===== config.mk =====
export PLATFORM = sky130hd
export DESIGN_NAME = div_iter_ctrl
export DESIGN_NICKNAME = d
export VERILOG_FILES = /design/src/rtl/div_iter_ctrl_pkg.sv /design/src/rtl/div_iter_ctrl_fa.sv /design/src/rtl/div_iter_ctrl.sv
export SDC_FILE = /design/constraint.sdc
export NUM_CORES = 1
export LEC_CHECK = 0
export CORE_MARGIN = 4
export CORE_UTILIZATION = 39
export DETAILED_ROUTE_END_ITERATION = 6
export SYNTH_ARGS = -nofsm -noshare
export SYNTH_HDL_FRONTEND = slang
export SYNTH_SLANG_ARGS = --single-unit
export TNS_END_PERCENT = 1

===== constraint.sdc =====
create_clock -name clk -period 5.15 [get_ports clk]
set_input_delay 0.515 -clock clk [delete_from_list [all_inputs] [get_ports clk]]
set_output_delay 0.515 -clock clk [all_outputs]
set_load 0.02 [all_outputs]

===== src/rtl/div_iter_ctrl_pkg.sv =====
// Shared widths and FSM state type for the iterative divider.
// DIV_QW is always half of DIV_DW.
package div_iter_ctrl_pkg;
  localparam int DIV_DW = 48;
  localparam int DIV_QW = DIV_DW / 2;

  typedef enum logic [1:0] {
    S_IDLE = 2'd0,
    S_RUN  = 2'd1,
    S_DONE = 2'd2
  } state_e;
endpackage


===== src/rtl/div_iter_ctrl_fa.sv =====
// Ripple-style full adder: {co,s} = a + b + op.
// The carry-out doubles as the "no borrow" flag when used as a subtractor.
module fa_48b #(
  parameter int W = 48
) (
  input  logic [W-1:0] a,
  input  logic [W-1:0] b,
  input  logic         op,
  output logic [W-1:0] s,
  output logic         co
);
  assign {co, s} = {1'b0, a} + {1'b0, b} + {{W{1'b0}}, op};
endmodule


===== src/rtl/div_iter_ctrl.sv =====
// Restoring divider: one quotient bit per cycle.
// Only Q[QW:1] of the quotient is published on out.
module div_iter_ctrl
  import div_iter_ctrl_pkg::*;
#(
  parameter int DW = DIV_DW,
  parameter int QW = DIV_QW
) (
  input  logic          clk,
  input  logic          rst_n,
  input  logic          start,
  input  logic [DW-1:0] a,
  input  logic [DW-1:0] b,
  output logic          ready,
  output logic          done,
  output logic [QW-1:0] out,
  output logic          div_zero
);
  localparam int KW = $clog2(DW);

  state_e        state_q, state_d;
  logic [DW-1:0] a_q, a_d;
  logic [DW-1:0] b_q, b_d;
  logic [DW-1:0] r_q, r_d;
  logic [DW-1:0] q_q, q_d;
  logic [KW-1:0] k_q, k_d;
  logic [QW-1:0] out_q, out_d;
  logic          dz_q, dz_d;

  logic [DW-1:0] t;
  logic [DW-1:0] diff;
  logic          c;
  logic          unused_msb;

  // Old R MSB falls off the shift; Q MSB never reaches out.
  assign t          = {r_q[DW-2:0], a_q[k_q]};
  assign unused_msb = ^{r_q[DW-1], q_q[DW-1]};

  fa_48b #(.W(DW)) u_fa (
    .a  (t),
    .b  (~b_q),
    .op (1'b1),
    .s  (diff),
    .co (c)
  );

  always_comb begin
    state_d = state_q;
    a_d     = a_q;
    b_d     = b_q;
    r_d     = r_q;
    q_d     = q_q;
    k_d     = k_q;
    out_d   = out_q;
    dz_d    = dz_q;
    unique case (state_q)
      S_IDLE: begin
        if (start) begin
          a_d     = a;
          b_d     = b;
          r_d     = '0;
          q_d     = '0;
          k_d     = KW'(DW - 1);
          state_d = S_RUN;
        end
      end
      S_RUN: begin
        r_d = c ? diff : t;
        q_d = {q_q[DW-2:0], c};
        if (k_q == '0) begin
          state_d = S_DONE;
          out_d   = q_d[QW:1];
          dz_d    = (b_q == '0);
        end else begin
          k_d = k_q - 1'b1;
        end
      end
      S_DONE: state_d = S_IDLE;
      default: state_d = S_IDLE;
    endcase
  end

  always_ff @(posedge clk or negedge rst_n) begin
    if (!rst_n) begin
      state_q <= S_IDLE;
      a_q     <= '0;
      b_q     <= '0;
      r_q     <= '0;
      q_q     <= '0;
      k_q     <= '0;
      out_q   <= '0;
      dz_q    <= 1'b0;
    end else begin
      state_q <= state_d;
      a_q     <= a_d;
      b_q     <= b_d;
      r_q     <= r_d;
      q_q     <= q_d;
      k_q     <= k_d;
      out_q   <= out_d;
      dz_q    <= dz_d;
    end
  end

  assign ready    = (state_q == S_IDLE);
  assign done     = (state_q == S_DONE);
  assign out      = out_q;
  assign div_zero = dz_q;
endmodule


* Word-level counts from Yosys, hierarchy flattened *
Index checks and enable logic that the tools add are counted.
Widths: inputs -> output; s select.

storage, ports and cells
  bits in registers = 200
  latch bits = 0
  RAM bits = 0
  memory bits (read-only) = 0
  input bits = 99
  word-level logic and storage cells = 39
  memories = 0

cells by class
  add/subtract/negate cells = 3
  multiply operators = 0
  divide/modulo/power cells = 0
  order comparisons = 1
  equality and inequality tests = 5
  shift-type cells = 0
  mux-type cells = 12
  bitwise logic cells = 1
  reductions and logical operators = 9

operators with widths
  kind                   count
  $mux 47                2
  $pmux 47 s2            1
  $add 48x48->49         1
  $add 49x1->49 const B  1
  $logic_not 48->1       1
  $not 48->48            1
  $pmux 24 s2            1
  $mux 6                 2
  $pmux 6 s2             1
  $reduce_and 2->1       4
  $lt 6x7->1 const B     1
  $bmux 1 s6             1
  $logic_not 6->1        1
  $ne 2x2->1 const B     3
  $sub 6x1->6 const B    1
  $mux 2                 2
  $pmux 2 s2             1
  $reduce_and 3->1       1
  $eq 2x1->1 const B     1
  $eq 2x2->1 const B     1
  $logic_not 2->1        1
  $reduce_bool 2->1      1
  $mux 1                 1

* Depth between registers and ports, before layout *
Gate-level depths: netlist (run 1).

  word-level depth = 6
  depth in mapped cells = 20
  gate-level depth less buffers = 16

* Cells and area by module *
From an unflattened synthesis (run 1), not the netlist that was laid out.

unflattened totals
  cells, all modules = 1249
  area total of the unflattened synthesis = 11367.2 sq um

by module, submodules not included
  module         times used  cells each  area an instance (sq um)  seq. area each (sq um)
  div_iter_ctrl  1           874         8672.1                    5004.8
  fa_48b         1           375         2695.1                    0.0

* Worst setup path after synthesis (run 1) *
Ideal clock, no wire load.

  path type = flip-flop to flip-flop
  from = reg k_q[1]
  to = reg r_q[38]
  arrival time = 3.644 ns
  setup slack = 1.375 ns
  stages on the path, launching flop included = 18
  path buffers = 1
  clock period less this slack = 3.775 ns
  cell sequence = dfrtp_1 > clkbuf_1 > mux4_2 > mux4_2 > nand2_1 > a21oi_1 > a31oi_2 > ha_1 > fa_1 > nand2b_1 > a21oi_2 > o21ai_2 > o21ai_2 > a31o_2 > a41oi_2 > o31ai_1 > mux2i_1 > o21ai_1

on the way
  longest elaborated chain between the ends = 6

RTL lines
  element                       line                    source
  start: declaration            div_iter_ctrl.sv:26     logic [KW-1:0] k_q, k_d;
  start signal: assignment      div_iter_ctrl.sv:99     k_q <= k_d;
  $bmux 1 s6                    div_iter_ctrl.sv:36     assign t = {r_q[DW-2:0], a_q[k_q]};
  $mux 1 (implied by the code)  div_iter_ctrl.sv:36
  $add 48x48->49                div_iter_ctrl_fa.sv:12  assign {co, s} = {1'b0, a} + {1'b0, b} + {{W{1'b0}}, op};
  $add 49x1->49                 div_iter_ctrl_fa.sv:12
  $mux 47                       div_iter_ctrl.sv:68     r_d = c ? diff : t;
  $pmux 47 s2                   div_iter_ctrl.sv:56     unique case (state_q)
  end signal: assignment        div_iter_ctrl.sv:97     r_q <= r_d;
  end: declaration              div_iter_ctrl.sv:24     logic [DW-1:0] r_q, r_d;

No other way between the ends. The select of a mux whose other input is x is not followed.
A chain may end at the register's enable or synchronous reset.

* Worst setup path in the final report (run 1) *
  from = reg k_q[0]
  to = reg r_q[0]

on the way
  longest elaborated chain between the ends = 6

RTL lines
  element                         line
  $bmux 1 s6 *                    div_iter_ctrl.sv:36
  $mux 1 (implied by the code) *  div_iter_ctrl.sv:36
  $add 48x48->49                  div_iter_ctrl_fa.sv:12
  $add 49x1->49                   div_iter_ctrl_fa.sv:12
  $mux 47 *                       div_iter_ctrl.sv:68
  $pmux 47 s2 *                   div_iter_ctrl.sv:56

Every way passes the cells marked *; elsewhere a longest branch is shown, timed or not. The select of a mux whose other input is x is not followed.

==> summary.txt, run 1 <==
Outcome
  • Status: finished, final reports clean

Setup path
  • Reg-to-Reg Start: k_q[0]
  • R2R depth: 17
  • Crit start category: register
  • Critical Path Source: k_q[0]
  • CP arrival: ~5.0 ns
  • Element type at the critical path end: register
  • Setup CP Type: reg -> reg
  • Worst reg-to-reg setup slack: approximately 0.56 ns
  • Data required time of the worst path: about 5.5 ns
  • Critical path peak fanout: 19
  • FF-to-FF End: r_q[0]

STA
  • Final Max Tran Viols: 0
  • Final hold violations: 0
  • Relative slew slack: between 20% and 30%
  • Period utilization: approximately 89%
  • WHS: approximately 0.20 ns
  • Fmax: 0.218 GHz
  • RSZ-0062 raised after global routing: no
  • Setup TNS: 0 ns
  • Worst-Margin Slew: ~1.1 ns
  • Worst Slack Setup Final: 0.556 ns
  • Clock skew: between 0.02 and 0.025 ns
  • Final period demand of the worst path: about 4.6 ns
  • Count of final setup violators: 0

Route
  • ANT nets after route: 0
  • 1st-pass router iterations: 4
  • Routed WL: 28200 um
  • Via Count: approximately 9k
  • Residual DRC: 0
  • Vias per cell: approximately 5.2
  • Per-cell routed wire length: 16.3 um
  • Starting DRT DRC Count: approximately 490

Synth
  • Main synth FF type: dfrtp_1
  • Synth async-reset ratio: 100%
  • Post-synth top area share: ~45%
  • Synth unique cells: 65
  • Cell Area, Synth: around 11000 um2
  • Yosys warnings: 0
  • Register area share after synthesis: between 40% and 50%
  • Post-synth EDFFs: 0
  • Mapped Cells: roughly 1.3k
  • Syn avg cell area: a little under 9 um2
  • Synth top area cells: dfrtp_1, nand2_1, ha_1
  • Syn_nets: 1404
  • Yosys top cell by area: dfrtp_1
  • Flop and latch count out of synthesis: 200

Global routing
  • All-layer global routing usage: 18.3%
  • Largest net degree at the start of global routing: ~110
  • Vias in the first global route: between 9k and 10k
  • Initial antenna violation count: 1
  • First-pass GRT wire length: about 47000 um
  • GR Overflow Total: 0

Floorplanning
  • Core Footprint: 28000 um2
  • Die area: roughly 31000 um2
  • I/O pins: roughly 130
  • Initial cell density of the core: 39.8%
  • Die span in x: 177 um
  • Die H: 177 um
  • Row count: 61

Power
  • Peak VDD IR: 0.395 mV
  • Leakage: between 0.006 and 0.007 uW
  • PD cells: 780 nW/um2

Final layout
  • Fin util: roughly 48%
  • Diode count: 0
  • Fin nets: 1496
  • Fill cells: between 2k and 3k
  • Layout cells sized above 1: 7.65%
  • Multi-input gate area: 5630 um2
  • FF/Latch Area: roughly 5000 um2
  • Area grow syn2layout: 19.7%

Place
  • DP HPWL: approximately 20000 um
  • Port-buffer cells: 125
  • Placer's final routability congestion estimate: 0.883
  • Dpl ws: 0.480 ns

Clock tree
  • Hold-fix buffer count after cts: 0
  • Root Driver: clkbuf_16
  • Post-CTS Setup Bufs: 0
  • CTS tree: built
  • Clock slew at reported path FFs: 0.08 ns
  • Max Root-Sink Buffers: 2
  • Post-CTS Resized: 0
  • CTS sink cnt: 200
  • Worst skew pair latency: about 0.45 ns
  • Num CTS Buffers: 17
  • H-tree depth: 4

Run
  • MaxCap Viol Count: 0

Worst hold path
  • Hold crit path type: in -> async
-- cell usage in the layout (no fill, tap or decap), drive strengths merged, types with 6 or more instances in the layout --
master         count
clkdlybuf4s50    124
nand3             11
a22oi              7
xor2              19
mux2i             15
nor4              17
inv               74
a21o              20
clkinv             6
nand4             12
ha                50
clkbuf            19
buf               12
o21bai            10
mux4              15
nor3              11
mux2              25
dfrtp            200
a32oi              6
nand2b             9
a31oi              8
o21ai            141
nand2            321
xnor2             25
a21oi             82
nor2              51
-- layer usage --
metal	up-vias	global-route usage, %	share of wire, %
met2	186	29.3	45
met5	-	0	0.071
met4	2	3.71	0.91
met1	4313	25.5	48
li1	4504	-	-
met3	20	4.42	5.5
-- metrics by stage --
| step | instances | instance area, um2 | power (uW) |
|---|---|---|---|
| after CTS | 1737 | 13400 | 10500 |
| after global routing | 1737 | 13400 | 11400 |
| after floorplan | 1254 | 11200 | 7550 |
| after detailed placement | 1705 | 12700 | 9020 |
| after global placement | 1705 | 12700 | 8920 |
| final | 1737 | 13400 | 10400 |
-- worst max-delay path by stage --
stage / endpoint / slack, ns / cells past startpoint
floorplan: r_q[38] / 1.37 / 17
global placement: r_q[22] / 0.66 / 16
detailed placement: r_q[0] / 0.48 / 17
CTS: r_q[0] / 0.47 / 17
global route: r_q[4] / 0.12 / 18
finish: r_q[0] / 0.56 / 17
-- layout make-up --
type                       count  share of cell area (%)
multi-input combinational    924                    42.2
inverter                      66                    1.86
tap                          378                    3.54
sequential                   200                    37.5
timing repair buffer         137                    10.2
clock buffer                  18                    3.29
clock inverter                14                    1.50
-- cells in the mapped netlist, types with 5 or more instances --
library cell,instances
and3_1,5
o21ai_0,94
xnor2_1,25
nor2b_1,5
ha_1,50
a32oi_1,6
buf_2,7
xor2_1,19
dfrtp_1,200
o21ai_1,45
nor3_1,10
inv_1,66
mux4_2,15
nand2_1,321
nand3_1,11
a21o_1,20
mux2_2,25
and2_1,5
nand4_1,12
o211ai_1,5
a31oi_1,7
clkbuf_1,49
a22oi_1,7
nor4_1,17
a21oi_1,80
nor2_1,51
o21bai_1,10
nand2b_1,9
mux2i_1,15
-- worst max-delay path, cell delays in order (launching register included) --
cell       delay (ns)
dfrtp_1          0.90
mux4_2           0.60
mux4_2           0.49
nand2_1          0.09
a21oi_1          0.07
a31oi_2          0.18
ha_1             0.21
fa_1             0.21
nand2b_1         0.15
a21oi_2          0.08
o21ai_2          0.22
o2111ai_2        0.18
nand2b_1         0.15
a22o_2           0.16
buf_4            0.21
buf_4            0.26
mux2i_1          0.23
a22o_1           0.15
-- power by group --
part	total, uW	internal [uW]	switching [uW]
Combinational	6190	2610	3580
Sequential	2810	2290	522
Clock	1420	691	729
-- cells by family (layout without fill, tap and decap cells) --
logic type / after synthesis / in the layout / synth area share (%)
buffers and inverters: 130 / 235 / 4.76
flip-flops: 200 / 200 / 44.9
AND/OR/NAND/NOR: 457 / 457 / 17.2
multiplexers: 55 / 55 / 6.90
AO/OA/AOI/OAI: 317 / 317 / 17.1
XOR/XNOR: 44 / 44 / 3.45
adder cells (fa/ha/maj): 51 / 51 / 5.79
-- state kept, by name (all words and copies together) (netlist names) --
signal    count
div_zero      1
a_q          48
b_q          48
r_q          47
k_q           6
state_q       2
out          24
q_q          24
No activity file was read; power rests on OpenSTA's default activity.
==> run 2, diff against run 1 <==
Settings changed: CELL_PAD_IN_SITES_DETAIL_PLACEMENT from default to 0, CELL_PAD_IN_SITES_GLOBAL_PLACEMENT from default to 1, PLACE_DENSITY_LB_ADDON from default to 0.1, SLEW_MARGIN from default to 40.
==> run 2 against run 1 <==
  * Clock-buffer cell count rose by 2
  * Maximum frequency grew 6.4%
  * Sequential power is essentially flat
  * Clock skew is 0.0059 ns lower
  * Combinational power is essentially flat
  * Cell count about the same
  * Global-route usage rose by 0.73 points
  * Critical path type unchanged
  * Largest cell class unchanged
==> summary.txt, run 2 (synthesized netlist as in run 1, its figures left out) <==
Outcome
  • Status: finished, final reports clean

Setup path
  • Kind of cell adding the most delay to the critical path: compound AO/OA/AOI/OAI gates
  • Crit start category: register
  • CP bufs+invs: 0 (-2)
  • Critical path peak fanout: 15 (-4)
  • CP arrival: 4.65 ns (-0.33 ns)
  • Critical Path Source: k_q[1]
  • Setup CP Type: reg -> reg
  • Reg-to-Reg Start: k_q[1]
  • Element type at the critical path end: register
  • CP max-delay cell: dfrtp_1
  • Crit-path max cell delay: 0.73 ns (-0.17 ns)
  • Data required time of the worst path: 5.48 ns (-0.05 ns)
  • CP Cell Sequence: mux4_2 > mux4_2 > nand2_1 > a21oi_1 > a31oi_2 > ha_1 > fa_1 > nand2b_1 > a21oi_2 > o21ai_2 > o21ai_2 > a31o_2 > a41oi_2 > o31ai_1 > mux2i_1 > a21oi_1

Global routing
  • Initial antenna violation count: 3 (+2)
  • GR Overflow Total: 0 (unchanged)
  • Vias in the first global route: 9245 (+0.49%)
  • First-pass GRT wire length: 48100 um (+3.1%)
  • All-layer global routing usage: 19.0% (+0.73 points)
  • Largest net degree at the start of global routing: 122 (+12%)

STA
  • Worst Slack Setup Final: 0.830 ns (+0.275 ns)
  • Count of final setup violators: 0 (unchanged)
  • Final Max Tran Viols: 0 (unchanged)
  • WHS: 0.0833 ns (-0.121 ns)
  • Relative slew slack: 42.7% (+16 points)
  • Period utilization: 83.9% (-5.3 points)
  • Final period demand of the worst path: 4.32 ns (-0.275 ns)
  • Final hold violations: 0 (unchanged)
  • Clock skew: 0.0153 ns (-0.00587 ns)
  • Setup TNS: 0 ns (unchanged)
  • RSZ-0062 raised after global routing: no
  • Worst-Margin Slew: 0.851 ns (-0.238 ns)
  • Fmax: 0.232 GHz (+6.4%)

Final layout
  • Final Cell Area: 13300 um2 (-0.38%)
  • Largest registers: a_q: 48 flops, b_q: 48 flops, r_q: 47 flops
  • Most common cell after layout, fill and taps aside: nand2_1
  • Fill cells: 2760 (+1.3%)
  • Diode count: 0 (unchanged)
  • Layout cells sized above 1: 7.58% (-0.068 points)
  • Area grow syn2layout: 19.3%
  • Commonest non-fill, non-tap cells in the layout: nand2_1, dfrtp_1, clkdlybuf4s50_1
  • Fin nets: 1495 (-0.067%)
  • Post-Layout Cell Count: 1736 (-0.058%)

Place
  • Placed cell count: 1704 (-0.059%)
  • Placement Cell Area: 12700 um2 (about the same)
  • DP HPWL: 20500 um (+2.0%)
  • Port-buffer cells: 125 (unchanged)
  • Placer's final routability congestion estimate: 0.850 (-3.8%)
  • Dpl ws: 0.503 ns (+0.0228 ns)

Clock tree
  • CTS tree: built
  • Max Root-Sink Buffers: 2 (unchanged)
  • Clock slew at reported path FFs: 0.08 ns (about the same)
  • Num CTS Buffers: 17 (unchanged)
  • Post-CTS Setup Bufs: 0 (unchanged)
  • Post-CTS Resized: 0 (unchanged)
  • Root Driver: clkbuf_16
  • H-tree depth: 4 (unchanged)
  • Worst skew pair latency: 0.45 ns (about the same)
  • CTS sink cnt: 200 (unchanged)
  • Hold-fix buffer count after cts: 0 (unchanged)

Run
  • MaxCap Viol Count: 0 (unchanged)

Power
  • Peak VDD IR: 0.299 mV (-24%)
  • PD cells: 781 nW/um2 (about the same)
  • Leakage: 0.00602 uW (-0.34%)

Route
  • Residual DRC: 0 (unchanged)
  • Starting DRT DRC Count: 586 (+21%)
  • Via Count: 8965 (-0.66%)
  • ANT nets after route: 0 (unchanged)
  • 1st-pass router iterations: 4 (unchanged)
  • Vias per cell: 5.16 (-0.61%)
  • Routed WL: 28900 um (+2.5%)
  • Per-cell routed wire length: 16.7 um (+2.6%)

Floorplanning
  • Core Footprint: 28000 um2 (unchanged)
  • Initial cell density of the core: 39.8% (unchanged)
  • Die area: 31400 um2 (unchanged)
  • Die span in x: 177 um (unchanged)
  • I/O pins: 126 (unchanged)
  • Die H: 177 um (unchanged)
  • Row count: 61 (unchanged)

Worst hold path
  • Hold crit path type: in -> async
-- run 2: path summary, 6_finish.rpt --
kind                            to  slack (ns)  depth (start not counted)
setup / recovery           r_q[34]        0.83                         16
hold / removal             b_q[11]        0.08                          1
setup reg to reg           r_q[34]        0.83                         16
hold reg to reg            a_q[37]        0.48                          2
max in group asynchronous  b_q[47]        3.90                          2
min in group clk           a_q[37]        0.48                          2
-- run 2: per-stage QoR --
| stage | total power (uW) | util (%) |
|---|---|---|
| 2_1_floorplan | 7550 | - |
| 3_3_place_gp | 9040 | 45.4 |
| 3_5_place_dp | 9060 | 45.4 |
| 4_1_cts | 10500 | 47.5 |
| 5_1_grt | 11400 | 47.5 |
| 6_report | 10400 | 47.5 |
-- run 2: per-layer routing --
metal  up-vias  track usage [%]  part of all wire [%]
met1      4275             26.5                    48
met2       151             30.5                    46
met3        28             4.08                   4.6
met5         -                0                  0.12
li1       4505                -                     -
met4         6             4.64                   1.1
-- run 2: final cells by class --
class                      count  area, um2  share of cell area, %
multi-input combinational    924       5640                   42.4
sequential                   200       5010                   37.6
clock inverter                12        129                  0.969
tap                          378        473                   3.55
clock buffer                  20        457                   3.43
timing repair buffer         136       1350                   10.1
inverter                      66        248                   1.86
-- run 2: power breakdown --
group / internal, uW / switching, uW / total, uW
Clock: 674 / 680 / 1350
Combinational: 2590 / 3630 / 6220
Sequential: 2290 / 522 / 2810
Total: 5560 / 4830 / 10400
